<file path="src/rtl/pld_registered.sv">
// pld_registered: PLA-style AND/OR array with per-output macrocells
// (registered/combinational, selectable polarity) and registered feedback.
// The fuse map is loaded serially through a start/valid/data handshake.
// Optional configuration readback port: define PLD_READBACK_EN.
module pld_registered #(
    parameter  int NUM_PORTS_IN  = 2,
    parameter  int NUM_PORTS_OUT = 2,
    parameter  int NUM_TERMS     = 4,
    localparam int N             = NUM_PORTS_IN,
    localparam int M             = NUM_PORTS_OUT,
    localparam int P             = NUM_TERMS,
    localparam int L             = N + M,
    localparam int CFG_BITS      = P * 2 * L + M * P + 2 * M
) (
    input  logic         clk_i,
    input  logic         rst_i,
    input  logic [N-1:0] inputs_i,
    input  logic         prog_start_i,
    input  logic         prog_valid_i,
    input  logic         prog_data_i,
    output logic         prog_done_o,
    output logic [M-1:0] outputs_o
`ifdef PLD_READBACK_EN
    ,
    input  logic [$clog2(CFG_BITS)-1:0] cfg_rd_addr_i,
    output logic                        cfg_rd_data_o
`endif
);

    localparam int CW    = $clog2(CFG_BITS + 1);
    localparam int OR_B  = P * 2 * L;
    localparam int MC_B  = P * 2 * L + M * P;

    typedef enum logic [1:0] {
        ST_UNCFG,
        ST_LOAD,
        ST_RUN
    } state_t;

    state_t              r_state;
    state_t              w_state_next;
    logic                w_clear;
    logic                w_accept;

    logic [CFG_BITS-1:0] r_cfg;
    logic [CW-1:0]       r_cnt;
    logic [M-1:0]        r_q;

    logic [L-1:0]        w_sig;
    logic [2*L-1:0]      w_lit;
    logic [P-1:0]        w_term;
    logic [M-1:0]        w_or;
    logic [M-1:0]        w_regsel;
    logic [M-1:0]        w_inv;
    logic [CFG_BITS-1:0] w_wr_sel;

    // AND-array signals: external inputs first, then macrocell feedback (never or_m)
    assign w_sig = {r_q, inputs_i};

    for (genvar j = 0; j < L; j++) begin : g_lit
        assign w_lit[2*j]   = w_sig[j];
        assign w_lit[2*j+1] = ~w_sig[j];
    end

    // A term with no connected literal evaluates 0 rather than the empty-AND 1
    for (genvar p = 0; p < P; p++) begin : g_term
        logic [2*L-1:0] w_fuse;
        assign w_fuse    = r_cfg[p*2*L +: 2*L];
        assign w_term[p] = (|w_fuse) & (&(~w_fuse | w_lit));
    end

    for (genvar m = 0; m < M; m++) begin : g_mc
        assign w_or[m]     = |(r_cfg[OR_B + m*P +: P] & w_term);
        assign w_regsel[m] = r_cfg[MC_B + 2*m];
        assign w_inv[m]    = r_cfg[MC_B + 2*m + 1];
    end

    // One-hot write strobe for the config bit addressed by the load counter
    for (genvar k = 0; k < CFG_BITS; k++) begin : g_wsel
        assign w_wr_sel[k] = (r_cnt == CW'(k));
    end

    // State register
    always_ff @(posedge clk_i) begin
        if (rst_i) begin
            r_state <= ST_UNCFG;
        end else begin
            r_state <= w_state_next;
        end
    end

    // Next-state and load/clear control
    always_comb begin
        w_state_next = r_state;
        w_clear      = 1'b0;
        w_accept     = 1'b0;
        case (r_state)
            ST_UNCFG: begin
                if (prog_start_i) begin
                    w_state_next = ST_LOAD;
                    w_clear      = 1'b1;
                end
            end
            ST_LOAD: begin
                if (prog_start_i) begin
                    w_clear = 1'b1;
                end else if (prog_valid_i) begin
                    w_accept = 1'b1;
                    if (r_cnt == CW'(CFG_BITS - 1)) begin
                        w_state_next = ST_RUN;
                    end
                end
            end
            ST_RUN: begin
                if (prog_start_i) begin
                    w_state_next = ST_LOAD;
                    w_clear      = 1'b1;
                end
            end
            default: begin
                w_state_next = ST_UNCFG;
            end
        endcase
    end

    // Config store, load counter and macrocell registers
    always_ff @(posedge clk_i) begin
        if (rst_i || w_clear) begin
            r_cfg <= '0;
            r_cnt <= '0;
            r_q   <= '0;
        end else if (w_accept) begin
            r_cfg <= (r_cfg & ~w_wr_sel) | (w_wr_sel & {CFG_BITS{prog_data_i}});
            r_cnt <= r_cnt + 1'b1;
        end else if (r_state == ST_RUN) begin
            r_q <= w_or;
        end
    end

    assign prog_done_o = (r_state == ST_RUN);
    assign outputs_o   = (r_state == ST_RUN)
                       ? (((w_regsel & r_q) | (~w_regsel & w_or)) ^ w_inv)
                       : '0;

`ifdef PLD_READBACK_EN
    localparam int RD_AW = $clog2(CFG_BITS);

    logic                r_rd;
    logic [CFG_BITS-1:0] w_rd_sel;

    // Out-of-range addresses match no strobe and read back 0
    for (genvar k = 0; k < CFG_BITS; k++) begin : g_rsel
        assign w_rd_sel[k] = (cfg_rd_addr_i == RD_AW'(k));
    end

    // Registered readback of the addressed config bit
    always_ff @(posedge clk_i) begin
        if (rst_i) begin
            r_rd <= 1'b0;
        end else begin
            r_rd <= |(r_cfg & w_rd_sel);
        end
    end

    assign cfg_rd_data_o = r_rd;
`endif

endmodule

</file>
<file path="config.mk">
export PLATFORM = sky130hd
export DESIGN_NAME = pld_registered
export DESIGN_NICKNAME = d
export VERILOG_FILES = /design/src/rtl/pld_registered.sv
export SDC_FILE = /design/constraint.sdc
export NUM_CORES = 1
export LEC_CHECK = 0
export CORE_MARGIN = 4
export CORE_UTILIZATION = 60
export DETAILED_ROUTE_END_ITERATION = 7
export GPL_TIMING_DRIVEN = 0
export PLACE_DENSITY = 0.78
export SYNTH_ARGS = -nofsm -noshare
export SYNTH_HDL_FRONTEND = slang
export SYNTH_SLANG_ARGS = --single-unit
</file>
<file path="constraint.sdc">
create_clock -name clk_i -period 2.58 [get_ports clk_i]
set_input_delay 0.258 -clock clk_i [delete_from_list [all_inputs] [get_ports clk_i]]
set_output_delay 0.258 -clock clk_i [all_outputs]
set_load 0.02 [all_outputs]
</file>
# [Yosys cells after proc, flatten, opt, wreduce, memory -nomap -nowiden]
# Cells that the tools add are included.
[classes] addsub=1 n_mul=0 n_div=0 order_cmp=0 eq_ne=49 shifts=0 mux=11 n_bitwise=28 n_reduce_logical=17
[op_table] cell="6-bit by 5-bit equality test with 1-bit output, second input constant" count=16
[op_table] cell="44-bit AND" count=2
[op_table] cell="6-bit equality test, second input constant" count=12
[op_table] cell="6-bit by 4-bit equality test with 1-bit output, second input constant" count=8
[op_table] cell="44-bit NOT" count=1
[op_table] cell="44-bit OR" count=1
[op_table] cell="8-bit NOT" count=4
[op_table] cell="8-bit OR" count=4
[op_table] cell="8-bit AND reduction" count=4
[op_table] cell="8-bit OR reduction" count=4
[op_table] cell="6-bit by 3-bit equality test with 1-bit output, second input constant" count=4
[op_table] cell="6-bit by 2-bit equality test with 1-bit output, second input constant" count=2
[op_table] cell="2-bit 2-to-1 mux" count=5
[op_table] cell="4-bit AND" count=2
[op_table] cell="4-bit OR reduction" count=2
[op_table] cell="6-bit by 1-bit adder with 6-bit output, second input constant" count=1
[op_table] cell="6-bit by 1-bit equality test with 1-bit output, second input constant" count=1
[op_table] cell="6-bit logical NOT" count=1
[op_table] cell="2-bit != test, second input constant" count=3
[op_table] cell="1-bit 2-to-1 mux" count=5
[op_table] cell="1-bit NOT" count=5
[op_table] cell="1-bit AND" count=4
[op_table] cell="2-bit AND" count=2
[op_table] cell="2-bit case mux with 2 select lines" count=1
[op_table] cell="other kinds (12)" count=12
[totals] register_bits=54 latch_bits=0 mem_bits_rw=0 rom_bits=0 in_bits=7 output_inout_bits=3 wordCells=110 n_memories=0

# [Longest topological paths before layout]
# Gate-level depths: netlist of the first run.
[depth] depth_word=10 depth_mapped=7 mapped_depth_nobuf=6

# [Worst setup path before layout of the first run]
# No wires, ideal clock.
[synth_path] path_type="reg2out" from="register with a tool-made name" to="output outputs_o[0]" arrival_time_ns=1.930 required_ns=2.322 setup_slack_ns=0.392 path_stages_with_launch=6 n_path_buf=0 path_cell_list="dfxtp_1 -> or4_4 -> nor2_4 -> nor4b_1 -> or4_1 -> o211ai_1"
[synth_rtl] element="to (decl)" line_no="22" text="output logic [M-1:0] outputs_o"

==> impl_metrics.env, run 1 <==
export IMPL_status="complete, no violations"
export IMPL_hold_path_class="input pin to flop"
export IMPL_clockBufferDepth=2
export IMPL_cts_hold_buffers=0
export IMPL_setup_viol=0
export IMPL_seqPwrFrac=0.622
export IMPL_p_int_w=0.00104
export IMPL_wirelength_um=6600
export IMPL_first_pass_iters=6
export IMPL_areaGrowthSynthToFinish_pct=9.66
export IMPL_syn_inst=333
export IMPL_ys_warn_count=0
export IMPL_cts_tree="yes"
export IMPL_grtUsageMet1=0.286
export IMPL_reg2regPathDepth=6
export IMPL_cts_clk_slew_worst_paths_ns=0.09
export IMPL_fin_hold_ws_ns=0.378
export IMPL_std_cell_rows=24
export IMPL_worst_slew_pin_slew_ns=0.603
export IMPL_p_leak_nw=1.17
export IMPL_cts_setup_buffers=0
export IMPL_root_buffer="clkbuf_8"
export IMPL_cts_inserted_buffers=5
export IMPL_nNetsFinal=355
export IMPL_cp_end_kind="output port"
export IMPL_design_core_area_sq_um=4440
export IMPL_final_hold_viol_count=0
export IMPL_antenna_found_initial=0
export IMPL_switchingPower_w=0.000304
export IMPL_drv_cap=0
export IMPL_setup_ws_ns=0.0601
export IMPL_critPathBufInv=1
export IMPL_pre_cts_ws_ns=-0.255
export IMPL_max_freq_mhz=397
export IMPL_drive_gt1_frac=0.0930
export IMPL_fin_crit_sh=0.977
export IMPL_total_power_w=0.00134
export IMPL_slowest_delay_ns=0.54
export IMPL_worstPathArrival_ns=2.26
export IMPL_swShare=0.226
export IMPL_rsz0062_at_grt="yes"
export IMPL_antenna_left=0
export IMPL_drt_vias_per_instance=6.11
export IMPL_ys_flop_type="dfxtp_1"
export IMPL_r2r_setup_slack_ns=0.40
export IMPL_tns_ns=0
export IMPL_worstSetupPathType="flop to output port"
export IMPL_slew_headroom=0.598
export IMPL_use_met2=0.382
export IMPL_synth_seq_cells=54
export IMPL_initial_core_util=0.633
export IMPL_cp_endpoint="outputs_o[0]"
export IMPL_min_period_ns=2.52
export IMPL_top_usage_layer="met2"
export IMPL_async_flop_share=0
export IMPL_mostFrequentLayoutCell="nor2_1"
export IMPL_h_tree_depth=2
export IMPL_use_met3=0.0485
export IMPL_fillCellCount=376
export IMPL_synth_edff_count=0
export IMPL_synth_nets=344
export IMPL_io_pins=10
export IMPL_synth_seq_area_share=0.385
export IMPL_synth_distinct_cells=39
export IMPL_wl_per_cell_um=16.7
export IMPL_fin_skew_ns=0.00729
export IMPL_gp_congestion=0.876
export IMPL_drc=0
export IMPL_track_usage=0.231
export IMPL_overflow=0
export IMPL_syn_avg_cell_area_sq_um=8.44
export IMPL_grt_pass1_vias=2232
export IMPL_die_y_um=76.5
export IMPL_clock_sink_count=54
export IMPL_port_buffers=6
export IMPL_drt_initial_drc_count=209
export IMPL_crit_family="simple AND/OR/NAND/NOR gates"
export IMPL_grt_pass1_wl_um=10700
export IMPL_clk_latency_ns=0.31
export IMPL_pwr_share_comb=0.044
export IMPL_critPathMaxFanout=3
export IMPL_route_vias_total=2419
export IMPL_finalMaxSlewViolations=0
export IMPL_critical_path_slowest_cell="or4_4"
export IMPL_required_ns=2.32
export IMPL_ir_worst_vdd_uv=355
export IMPL_critPathLaunchType="flop"
export IMPL_netlist_area_sq_um=2810
export IMPL_path_cells="or4_4 -> nor2_4 -> nor4b_2 -> or4_1 -> o211ai_1 -> buf_4"
export IMPL_rr_startpoint="r_state[1]"
export IMPL_crit_cells=6
export IMPL_pwr_density_cell_nw_per_um2=436
export IMPL_die_area_sq_um=5840
export IMPL_n_antenna_cell=0
export IMPL_clkPwrFrac=0.334
export IMPL_dp_hpwl_um=4770
export IMPL_die_x_um=76.5
export IMPL_mostFrequentLayoutCells="57 x nor2_1, 54 x mux2i_1, 48 x dfxtp_1, 25 x clkbuf_1, 23 x nand3_1"
export IMPL_grt_max_degree=15
[synth_stat cells, types with 2 or more instances]
cell      count  area [sq um]
nand4_1      16           100
mux2i_1      54           541
nor3b_1       5          37.5
or4_1         7          52.6
nand3b_1      3          22.5
ha_1          4          50.1
buf_1         2          7.51
a21oi_1      10          50.1
o41ai_1       4          35.0
nor2_1       59           221
nand2_1      19          71.3
xor2_1        4          35.0
nor3_1        5          25.0
o21ai_0       7          35.0
buf_2         2          10.0
clkbuf_1     25          93.8
or4_4         3          33.8
nor2b_1       4          25.0
nor4b_1       2          17.5
inv_1         3          11.3
o211ai_1      2          15.0
nand3_1      23           115
dfxtp_1      54          1080
[tightest hold or removal path, cell delays in order]
cell,delay [ns]
clkbuf_1,0.20
nand4_1,0.13
a21oi_1,0.06
[logic make-up (layout without fill, tap and decap cells)]
logic type,Yosys count,count (layout),synth area share
buffers and inverters,33,44,0.0449
adder cells (fa/ha/maj),4,4,0.0178
AO/OA/AOI/OAI,27,27,0.0587
XOR/XNOR,5,5,0.0156
AND/OR/NAND/NOR,156,156,0.286
flip-flops,54,54,0.385
multiplexers,54,54,0.192
[through the flow]
| stage | instances | instance area [sq um] | utilization |
|---|---|---|---|
| finish | 396 | 3080 | 0.694 |
| global route | 396 | 3080 | 0.694 |
| CTS | 396 | 3010 | 0.677 |
| detailed placement | 391 | 2940 | 0.661 |
| global placement | 391 | 2940 | 0.661 |
| floorplan | 333 | 2810 | - |
[worst min path at each step]
stage / start / slack [ns] / cells past startpoint / end
3_3_place_gp: flop / 0.46 / 2 / flop
5_1_grt: prog_data_i / 0.38 / 3 / flop
4_1_cts: prog_data_i / 0.36 / 3 / flop
2_1_floorplan: rst_i / 0.33 / 1 / r_state[1]
3_5_place_dp: flop / 0.47 / 2 / flop
6_report: prog_data_i / 0.38 / 3 / flop
[final cells by class]
cell class / instances / area [sq um] / share of cell area
flip-flops and latches: 54 / 1090 / 0.353
clock buffers: 7 / 76.3 / 0.0248
inverters: 4 / 15.0 / 0.00487
well taps: 52 / 65.1 / 0.0211
multi-input cells: 246 / 1680 / 0.545
repair buffers: 6 / 55.1 / 0.0179
plain buffers: 27 / 104 / 0.0337
[power by group through the flow]
stage	sequential, W	clock [W]	combinational (W)
detailed placement	0.000855	0	0.0000580
finish	0.000836	0.000449	0.0000592
global route	0.000836	0.000494	0.0000636
CTS	0.000836	0.000456	0.0000583
global placement	0.000855	0	0.0000582
floorplan	0.000855	0	0.0000378
[metal layers]
metal / share of wire / up-vias
li1: - / 1195
met3: 0.071 / 17
met1: 0.43 / 1115
met2: 0.48 / 92
met5: 0 / -
met4: 0.025 / 0
[repair_timing]
| item | in CTS | in global routing |
|---|---|---|
| gates resized for setup | 10 | 22 |
| pin swaps | 0 | 11 |
| endpoints found under the setup margin | 2 | 2 |
(Power assumes the default switching activity.)
==> run 2: changes to the inputs <==
--- a/config.mk
+++ b/config.mk
@@ -6,10 +6,11 @@
 export NUM_CORES = 1
 export LEC_CHECK = 0
 export CORE_MARGIN = 4
-export CORE_UTILIZATION = 60
+export CORE_UTILIZATION = 50
 export DETAILED_ROUTE_END_ITERATION = 7
 export GPL_TIMING_DRIVEN = 0
-export PLACE_DENSITY = 0.78
+export PLACE_DENSITY = 0.67
+export SLEW_MARGIN = 20
 export SYNTH_ARGS = -nofsm -noshare
 export SYNTH_HDL_FRONTEND = slang
 export SYNTH_SLANG_ARGS = --single-unit
==> impl_metrics.env, run 2 (synthesis gave the netlist of run 1 again) <==
export IMPL_pre_cts_ws_ns=-0.284
export IMPL_path_cells="or4_4 -> nor2_4 -> nor4b_2 -> or4_1 -> o211ai_1 -> buf_4"
export IMPL_post_dp_cell_area_sq_um=2960
export IMPL_final_cells=417
export IMPL_drt_vias_per_instance=5.72
export IMPL_clock_sink_count=54
export IMPL_top_usage_layer="met2"
export IMPL_cp_end_kind="output port"
export IMPL_slowest_delay_ns=0.55
export IMPL_initial_core_util=0.514
export IMPL_fin_crit_sh=0.975
export IMPL_drv_cap=0
export IMPL_route_vias_total=2387
export IMPL_mostFrequentLayoutCell="nor2_1"
export IMPL_rsz0062_at_grt="yes"
export IMPL_placed_cells=411
export IMPL_reg2regPathDepth=6
export IMPL_track_usage=0.197
export IMPL_design_core_area_sq_um=5470
export IMPL_hp_start="prog_data_i"
export IMPL_grt_max_degree=16
export IMPL_critPathLaunchType="flop"
export IMPL_drt_initial_drc_count=148
export IMPL_cts_inserted_buffers=5
export IMPL_max_freq_mhz=397
export IMPL_fin_util=0.564
export IMPL_n_antenna_cell=0
export IMPL_h_tree_depth=2
export IMPL_hold_path_class="input pin to flop"
export IMPL_clk_latency_ns=0.30
export IMPL_r2r_setup_slack_ns=0.38
export IMPL_required_ns=2.32
export IMPL_wirelength_um=6740
export IMPL_worstPathArrival_ns=2.26
export IMPL_ir_worst_vdd_uv=249
export IMPL_multiInputGateArea_sq_um=1650
export IMPL_std_cell_rows=27
export IMPL_fin_area_sq_um=3090
export IMPL_critPathMaxFanout=3
export IMPL_p_leak_nw=1.18
export IMPL_status="complete, no violations"
export IMPL_clockBufferDepth=2
export IMPL_cts_clk_slew_worst_paths_ns=0.09
export IMPL_antenna_found_initial=0
export IMPL_crit_family="simple AND/OR/NAND/NOR gates"
export IMPL_cts_tree="yes"
export IMPL_port_buffers=6
export IMPL_slew_headroom=0.595
export IMPL_cts_hold_buffers=0
export IMPL_antenna_left=0
export IMPL_min_path_cells=3
export IMPL_rr_startpoint="r_state[1]"
export IMPL_root_buffer="clkbuf_8"
export IMPL_dp_hpwl_um=4980
export IMPL_use_met2=0.313
export IMPL_pwr_density_cell_nw_per_um2=446
export IMPL_critPathBufInv=1
export IMPL_areaGrowthSynthToFinish_pct=9.75
export IMPL_finalMaxSlewViolations=0
export IMPL_setup_viol=0
export IMPL_wl_per_cell_um=16.2
export IMPL_critical_path_slowest_cell="or4_4"
export IMPL_drc=0
export IMPL_first_pass_iters=4
export IMPL_worst_slew_pin_slew_ns=0.608
export IMPL_overflow=0
export IMPL_setup_ws_ns=0.0640
export IMPL_final_hold_viol_count=0
export IMPL_cts_setup_buffers=0
export IMPL_die_area_sq_um=6890
export IMPL_gp_congestion=0.854
export IMPL_worstSetupPathType="flop to output port"
export IMPL_drive_gt1_frac=0.0783
export IMPL_nNetsFinal=355
export IMPL_die_y_um=83.0
export IMPL_fillCellCount=550
export IMPL_fin_skew_ns=0.0124
export IMPL_grt_pass1_vias=2193
export IMPL_layout_area_seq_sq_um=1080
export IMPL_grtUsageMet1=0.263
export IMPL_use_met3=0.0377
export IMPL_die_x_um=83.0
export IMPL_min_period_ns=2.52
export IMPL_grt_pass1_wl_um=11100
export IMPL_io_pins=10
export IMPL_mostFrequentLayoutCells="58 x nor2_1, 54 x mux2i_1, 51 x dfxtp_1, 24 x clkbuf_1, 23 x nand3_1"
==> run 2: changes by cell type in the layout (fill, tap and decap cells not counted), sizes merged <==
| cell | previous run | this run |
|---|---|---|
| clkinv | 1 | 2 |
==> run 2: worst register-to-register path: stages (launching register included) <==
cell	delay (ns)
dfxtp_1	0.34
nor4bb_1	0.43
nor3b_2	0.50
clkbuf_1	0.40
nand3_1	0.15
mux2i_1	0.19
nor2_1	0.05
==> run 2: worst max-delay path by stage <==
stage	slack (ns)	depth (start not counted)	end	from
floorplan	0.39	5	outputs_o[0]	flop
global placement	-0.26	7	outputs_o[0]	r_q[0]
detailed placement	-0.28	7	outputs_o[0]	r_q[0]
CTS	0.02	6	outputs_o[1]	flop
global route	-0.003	6	outputs_o[0]	flop
finish	0.06	6	outputs_o[0]	flop
==> run 2: per-layer routing <==
metal	part of all wire	vias up	routed length [um]
li1	-	1193	-
met4	0.024	0	163
met5	0	-	0
met3	0.041	11	273
met2	0.46	44	3130
met1	0.47	1139	3170
==> run 2: what timing repair did <==
action	4_1_cts	5_1_grt
resized for setup	12	10
endpoints found under the setup margin	2	2
pin swaps	0	4
==> run 2: layout make-up <==
cell class,count,share of cell area
multi-input cells,246,0.533
clock inverters,1,0.00162
clock buffers,7,0.0280
repair buffers,6,0.0178
inverters,4,0.00487
flip-flops and latches,54,0.352
well taps,72,0.0292
plain buffers,27,0.0337
==> run 2: power by group <==
group	switching, W	leakage, nW	internal (W)
clock network	0.000265	0.0482	0.000217
registers	0.00000169	0.437	0.000834
logic	0.0000411	0.691	0.0000179
total	0.000308	1.18	0.00107
==> run 2: metrics by stage <==
stage	hold slack (ns)	setup TNS, ns	total power [W]
after global placement	0.463	-0.511	0.000914
after floorplan	0.330	0	0.000893
final	0.367	0	0.00138
after detailed placement	0.471	-0.562	0.000914
after global routing	0.370	-0.00254	0.00145
after CTS	0.348	0	0.00139
==> run 3: changes to the inputs <==
--- a/config.mk
+++ b/config.mk
@@ -10,6 +10,7 @@
 export DETAILED_ROUTE_END_ITERATION = 7
 export GPL_TIMING_DRIVEN = 0
 export PLACE_DENSITY = 0.67
+export SKIP_CTS_REPAIR_TIMING = 1
 export SLEW_MARGIN = 20
 export SYNTH_ARGS = -nofsm -noshare
 export SYNTH_HDL_FRONTEND = slang
==> impl_metrics.env, run 3 (synthesis gave the netlist of run 1 again) <==
export IMPL_status="complete, no violations"
export IMPL_finalMaxSlewViolations=0
export IMPL_fillCellCount=552
export IMPL_antenna_left=0
export IMPL_initial_core_util=0.514
export IMPL_met2_length_um=3160
export IMPL_hp_start="prog_data_i"
export IMPL_switchingPower_w=0.000310
export IMPL_drt_initial_drc_count=141
export IMPL_max_freq_mhz=395
export IMPL_rr_startpoint="r_state[1]"
export IMPL_min_path_cells=3
export IMPL_route_vias_total=2424
export IMPL_areaGrowthSynthToFinish_pct=9.39
export IMPL_clock_sink_count=54
export IMPL_drt_vias_per_instance=5.81
export IMPL_drive_gt1_frac=0.0696
export IMPL_grt_pass1_vias=2183
export IMPL_critPathBufInv=1
export IMPL_rsz0062_at_grt="yes"
export IMPL_track_usage=0.197
export IMPL_critPathMaxFanout=7
export IMPL_ir_worst_vdd_uv=249
export IMPL_drv_cap=0
export IMPL_mostFrequentLayoutCells="58 x nor2_1, 54 x mux2i_1, 52 x dfxtp_1, 24 x clkbuf_1, 23 x nand3_1"
export IMPL_grt_max_degree=16
export IMPL_wl_met1_um=3190
export IMPL_fin_crit_sh=0.982
export IMPL_dp_hpwl_um=4980
export IMPL_clk_latency_ns=0.30
export IMPL_fin_area_sq_um=3080
export IMPL_pre_cts_ws_ns=-0.284
export IMPL_design_core_area_sq_um=5470
export IMPL_cp_end_kind="output port"
export IMPL_final_cells=417
export IMPL_n_antenna_cell=0
export IMPL_first_pass_iters=4
export IMPL_drc=0
export IMPL_overflow=0
export IMPL_nNetsFinal=355
export IMPL_clkPwrFrac=0.351
export IMPL_seqPwrFrac=0.606
export IMPL_mostFrequentLayoutCell="nor2_1"
export IMPL_slowest_delay_ns=0.63
export IMPL_worstSetupPathType="flop to output port"
export IMPL_p_int_w=0.00107
export IMPL_placed_cells=411
export IMPL_h_tree_depth=2
export IMPL_clockBufferDepth=2
export IMPL_gp_congestion=0.854
export IMPL_io_pins=10
export IMPL_p_leak_nw=1.18
export IMPL_die_area_sq_um=6890
export IMPL_swShare=0.225
export IMPL_top_layer="met4"
export IMPL_reg2regPathDepth=6
export IMPL_wl_per_cell_um=16.3
export IMPL_die_y_um=83.0
export IMPL_cts_inserted_buffers=5
export IMPL_worstPathArrival_ns=2.28
export IMPL_fin_skew_ns=0.0122
export IMPL_pwr_share_comb=0.043
export IMPL_fin_hold_ws_ns=0.366
export IMPL_root_buffer="clkbuf_8"
export IMPL_port_buffers=6
export IMPL_wirelength_um=6810
export IMPL_worst_slew_pin_slew_ns=0.636
export IMPL_r2r_setup_slack_ns=0.36
export IMPL_final_hold_viol_count=0
export IMPL_min_period_ns=2.53
export IMPL_grt_pass1_wl_um=11000
export IMPL_setup_ws_ns=0.0467
export IMPL_hold_path_class="input pin to flop"
export IMPL_std_cell_rows=27
export IMPL_cts_tree="yes"
export IMPL_antenna_found_initial=0
export IMPL_cts_clk_slew_worst_paths_ns=0.09
export IMPL_pwr_density_cell_nw_per_um2=449
export IMPL_crit_family="simple AND/OR/NAND/NOR gates"
export IMPL_die_x_um=83.0
export IMPL_slew_headroom=0.576
export IMPL_required_ns=2.32
export IMPL_wl_met3_um=259
export IMPL_critical_path_slowest_cell="dfxtp_1"
export IMPL_path_cells="mux2i_1 -> nand4_1 -> nor3b_1 -> or4_1 -> o211ai_1 -> buf_4"
export IMPL_total_power_w=0.00138
export IMPL_setup_viol=0
export IMPL_critPathLaunchType="flop"
export IMPL_post_dp_cell_area_sq_um=2960
-- run 3: per-stage QoR --
stage	TNS [ns]	util
6_report	0	0.562
5_1_grt	-0.00202	0.562
4_1_cts	-1.29	0.558
3_5_place_dp	-0.562	0.541
3_3_place_gp	-0.511	0.541
2_1_floorplan	0	-
-- run 3: cell type report --
type | count | area, sq um | area share
multi-input cells | 246 | 1640 | 0.532
flip-flops and latches | 54 | 1080 | 0.352
plain buffers | 27 | 104 | 0.0338
well taps | 72 | 90.1 | 0.0293
clock buffers | 7 | 86.3 | 0.0281
repair buffers | 6 | 55.1 | 0.0179
inverters | 4 | 15.0 | 0.00488
clock inverters | 1 | 5.00 | 0.00163
-- run 3: power groups by stage --
stage               combinational (W)  clock (W)  sequential (W)
floorplan                   0.0000378          0        0.000855
global placement            0.0000586          0        0.000855
detailed placement          0.0000588          0        0.000855
CTS                         0.0000588   0.000498        0.000836
global route                0.0000637   0.000546        0.000837
finish                      0.0000591   0.000485        0.000836
-- run 3: worst max-delay path by stage --
stage / start / endpoint / slack, ns / depth (start not counted)
detailed placement: r_q[0] / outputs_o[0] / -0.28 / 7
floorplan: flop / outputs_o[0] / 0.39 / 5
CTS: r_q[0] / outputs_o[0] / -0.65 / 7
global route: flop / outputs_o[0] / -0.002 / 6
global placement: r_q[0] / outputs_o[0] / -0.26 / 7
finish: r_q[1] / outputs_o[0] / 0.05 / 6
-- run 3: worst reg2reg max path, stage by stage (launching register included) --
cell and delay [ns]:
dfxtp_1 0.34, nor4bb_1 0.43, nor3b_2 0.53, clkbuf_1 0.40, nand3_1 0.15, mux2i_1 0.19, nor2_1 0.05
-- run 3: metal layers --
layer,vias to the layer above,track usage
met1,1167,0.263
met4,0,0.0802
met2,53,0.312
met3,13,0.0357
met5,-,0
li1,1191,-
==> variant 1 (config.mk and constraints of run 3) <==
Add a define of `PLD_READBACK_EN`.
--- a/src/rtl/pld_registered.sv
+++ b/src/rtl/pld_registered.sv
@@ -4,2 +4,4 @@
 // Optional configuration readback port: define PLD_READBACK_EN.
+`define PLD_READBACK_EN
+
 module pld_registered #(
Interface: changed (added cfg_rd_addr_i and cfg_rd_data_o); port bits go from 10 to 17. The function was not compared with the original's and may differ.
==> variant 1 against run 3 <==
  * Worst setup slack lost 0.053 ns
  * Synthesized cell count grew 23%
  * Highest routed layer unchanged
  * Register-to-register slack improved by 0.15 ns
  * Sequential cell count increased by 1
  * Critical endpoint is now outputs_o[1]
  * Count of clock-buffer cells in the layout is 2 lower
  * Non-clock buffer count is 18 higher
  * Hold slack worse by 0.024 ns
  * The flow now finishes with violations (negative setup slack)
  * Critical path depth did not move
  * Design area up 24%
  * Wire length is 45% higher
  * Area after synthesis increased by 19%
Power is not compared: it rests on default switching activity, and its combinational part moved more than twofold at a synthesized area within 25%.
==> variant 1: results (changes against run 3) <==
Worst path slowest cell or4_4 (was dfxtp_1); placed cells 499 (was 411); setup TNS -0.00994 ns (was 0 ns); pin count of the biggest net entering global routing 19 (was 16); worst slack, placed -0.363 ns (was -0.284 ns); initial antenna violation count 0 (unchanged); drt pass-1 iters 5 (was 4); HPWL Detailed 7230 um (was 4980 um); Worst Skew 0.00633 ns (was 0.0122 ns); failing checks negative setup slack; DRC Markers 0 (unchanged); WL per Instance 19.4 um (was 16.3 um); Netlist cell types 58 (was 39); vias in the first global route 3002 (was 2183); Relative slew margins 60.4% (was 57.6%); final setup vio count 2 (was 0); aggregate global-route resource usage 24.0% (was 19.7%); status finished, violations left (was finished, final reports clean); IO Port Bufs 12 (was 6); max incr delay on CP 0.55 ns (was 0.63 ns); CTS clk-pin slew, worst paths 0.11 ns (was 0.09 ns); Synth area leaders dfxtp_1 (33%), mux2i_1 (18%), nor2_1 (7.1%) (was dfxtp_1 (38%), mux2i_1 (19%), nor2_1 (7.9%)); DRT Wirelength 9870 um (was 6810 um); first-pass GRT wire length 15800 um (was 11000 um); routability cong. 0.863 (was 0.854); Synth Instances 410 (was 333); worst-path maximum fanout 4 (was 7); layout cells sized above 1 12.8% (was 6.96%); final net count 447 (was 355); syn nets 427 (was 344); post-route worst setup slack -0.00632 ns (was 0.0467 ns); WHS 0.342 ns (was 0.366 ns)
==> variant 1: per-stage QoR <==
step | total power [uW] | area (um^2)
6_report | 1570 | 3810
5_1_grt | 1620 | 3810
4_1_cts | 1580 | 3680
3_5_place_dp | 992 | 3570
2_1_floorplan | 948 | 3350
3_3_place_gp | 992 | 3570
==> variant 1: power by group through the flow <==
| stage | Combinational, uW | Sequential, uW | Clock [uW] |
|---|---|---|---|
| 6_report | 123 | 850 | 595 |
| 5_1_grt | 133 | 851 | 639 |
| 4_1_cts | 120 | 853 | 607 |
| 3_5_place_dp | 120 | 873 | 0 |
| 3_3_place_gp | 120 | 873 | 0 |
| 2_1_floorplan | 75.1 | 873 | 0 |
==> variant 1: kinds of logic after synthesis <==
| group | after synthesis | share of synthesized area [%] |
|---|---|---|
| mux | 64 | 19.2 |
| fa+ha+maj | 4 | 1.49 |
| buf+inv | 43 | 5.34 |
| xor+xnor | 5 | 1.31 |
| compound gates | 54 | 10.7 |
| flops | 55 | 32.8 |
| simple gates | 185 | 29.1 |
==> variant 1: final cells by class <==
class	count	area [um^2]
fill	587	2610
multi-input combinational	312	2170
tap	77	96.3
clock buffer	5	68.8
buffer	36	153
clock inverter	3	46.3
timing repair buffer	15	138
sequential	55	1120
inverter	5	18.8
==> variant 1: path summary, 6_finish.rpt <==
| check | endpoint | depth (start not counted) | startpoint |
|---|---|---|---|
| hold / removal | flip-flop | 3 | prog_data_i |
| setup / recovery | outputs_o[1] | 6 | flip-flop |
| hold reg to reg | flip-flop | 2 | flip-flop |
| setup reg to reg | flip-flop | 7 | r_state[1]$_SDFFE_PP0P_ |
==> variant 1: worst min-delay path: stages <==
cell	delay, ns
clkbuf_1	0.18
nand4_1	0.12
a21oi_1	0.06
==> variant 1: layer usage <==
layer  GRT usage, %  vias to the layer above  wire length, um
met4           6.51                        0              219
met1           31.8                     1536             4300
li1               -                     1514                -
met5              0                        -                0
met2           40.2                      130             4610
met3           4.59                       19              735
==> variant 2 (flow settings as in run 3) <==
Made on the original files. Add an input register stage for `inputs_i`, `prog_start_i`, `prog_valid_i` and `prog_data_i`, without a reset; this delays them by one clock.
--- a/src/rtl/pld_registered.sv
+++ b/src/rtl/pld_registered.sv
@@ -39,2 +39,14 @@
 
+    logic [N-1:0] inputs_q;
+    logic prog_start_q;
+    logic prog_valid_q;
+    logic prog_data_q;
+
+    always_ff @(posedge clk_i) begin
+        inputs_q     <= inputs_i;
+        prog_start_q <= prog_start_i;
+        prog_valid_q <= prog_valid_i;
+        prog_data_q  <= prog_data_i;
+    end
+
     state_t              r_state;
@@ -57,3 +69,3 @@
     // AND-array signals: external inputs first, then macrocell feedback (never or_m)
-    assign w_sig = {r_q, inputs_i};
+    assign w_sig = {r_q, inputs_q};
 
@@ -98,3 +110,3 @@
             ST_UNCFG: begin
-                if (prog_start_i) begin
+                if (prog_start_q) begin
                     w_state_next = ST_LOAD;
@@ -104,5 +116,5 @@
             ST_LOAD: begin
-                if (prog_start_i) begin
+                if (prog_start_q) begin
                     w_clear = 1'b1;
-                end else if (prog_valid_i) begin
+                end else if (prog_valid_q) begin
                     w_accept = 1'b1;
@@ -114,3 +126,3 @@
             ST_RUN: begin
-                if (prog_start_i) begin
+                if (prog_start_q) begin
                     w_state_next = ST_LOAD;
@@ -132,3 +144,3 @@
         end else if (w_accept) begin
-            r_cfg <= (r_cfg & ~w_wr_sel) | (w_wr_sel & {CFG_BITS{prog_data_i}});
+            r_cfg <= (r_cfg & ~w_wr_sel) | (w_wr_sel & {CFG_BITS{prog_data_q}});
             r_cnt <= r_cnt + 1'b1;
Function: no difference found for any inputs over 10 cycles, from zero or initial values and one cycle with rst_i high; that may be too few to reach the edited logic, so the function may still have changed.
==> variant 2 against run 3 <==
  * Worst setup slack lost 0.043 ns
  * Die area increased by 3.2%
  * Sequential power up 9.9%
  * Sequential cell count is 5 higher
  * Design area up 11%
  * Register-to-register slack about the same
  * Power is 51% higher
  * Wire length up 5.5%
  * Area after synthesis grew 3.5%
  * Count of clock-buffer cells in the layout grew 5
  * Highest routed layer unchanged
  * Hold slack got worse by 0.011 ns
==> variant 2: results (changes against run 3) <==
status finished, final reports clean (unchanged); Synth area leaders dfxtp_1 (41%), mux2i_1 (19%), nor2_1 (7.6%) (was dfxtp_1 (38%), mux2i_1 (19%), nor2_1 (7.9%)); CTS H-tree depth 3 (was 2); P_comb 63.8 uW (was 59.1 uW); LEAKAGE 0.00132 uW (was 0.00118 uW); worst slack, placed -0.323 ns (was -0.284 ns); worst-path maximum fanout 3 (was 7); first-pass GRT wire length 11400 um (was 11000 um); arrival time at the worst endpoint 2.32 ns (was 2.28 ns); Post-Synth Adder-Cell Area 1.72% (was 1.78%); Worst Skew 0.0126 ns (was 0.0122 ns); pin count of the biggest net entering global routing 11 (was 16); routability cong. 0.870 (was 0.854); Fillers 493 (was 552); Clock Power 1100 uW (was 485 uW); HPWL Detailed 5020 um (was 4980 um); max incr delay on CP 0.55 ns (was 0.63 ns); worst skew pair latency 0.34 ns (was 0.30 ns); xor/xnor share of the synthesized area 1.50% (was 1.56%); Hold Crit Start prog_valid_i (was prog_data_i); vias in the first global route 2291 (was 2183); final net count 367 (was 355); top cells by count, synth dfxtp_1 (59), nor2_1 (59), mux2i_1 (54) (was nor2_1 (59), dfxtp_1 (54), mux2i_1 (54)); DRT Wirelength 7180 um (was 6810 um); initial drt markers 168 (was 141); IO Port Bufs 9 (was 6); multiplexer area fraction after synthesis 18.6% (was 19.2%); fmax 388 MHz (was 395 MHz); vias per std cell 5.67 (was 5.81); Placed Area 3090 um^2 (was 2960 um^2); WHS 0.355 ns (was 0.366 ns); layout cells sized above 1 10.8% (was 6.96%); Synth top area share 40.6% (was 38.5%); sequential fraction of the synthesis area 40.6% (was 38.5%); Clock power frac 52.7% (was 35.1%); Hold Path Cell Cnt 1 (was 3); total CTS buffers 9 (was 5); Netlist cell types 37 (was 39); Psw 422 uW (was 310 uW); VDD IR-drop max 0.543 mV (was 0.249 mV); compound-gate portion of the synthesized area 5.67% (was 5.87%); worst slew pin tran 0.566 ns (was 0.636 ns); Worst path slowest cell or4_4 (was dfxtp_1); syn nets 349 (was 344); CTS clk-pin slew, worst paths 0.07 ns (was 0.09 ns); aggregate global-route resource usage 20.4% (was 19.7%)
## variant 2: area by class of cell
cell class / count / area share, %
multi-input combinational: 246 / 49.0
sequential: 59 / 34.7
clock buffer: 12 / 4.84
buffer: 27 / 3.04
clock inverter: 4 / 2.79
tap: 72 / 2.64
timing repair buffer: 9 / 2.49
inverter: 4 / 0.440
## variant 2: metal layers
layer	share of wire, %	wire length (um)	track usage, %	vias to the layer above
li1	-	-	-	1225
met1	48	3480	27.0	1187
met2	47	3360	32.7	30
met3	2.8	203	3.04	14
met4	1.9	136	9.21	0
met5	0	0	0	-
## variant 2: worst max-delay path, delay by kind of cell, from the launching register on
kind	cells	cell delay, ns
AND/OR/NAND/NOR	4	1.30
flip-flops	1	0.33
AO/OA/AOI/OAI	1	0.18
buffers and inverters	1	0.17
## variant 2: per-stage QoR
step | instances | utilization (%)
finish | 433 | 61.2
global route | 433 | 61.2
CTS | 435 | 60.1
detailed placement | 419 | 55.4
global placement | 419 | 55.4
floorplan | 338 | -
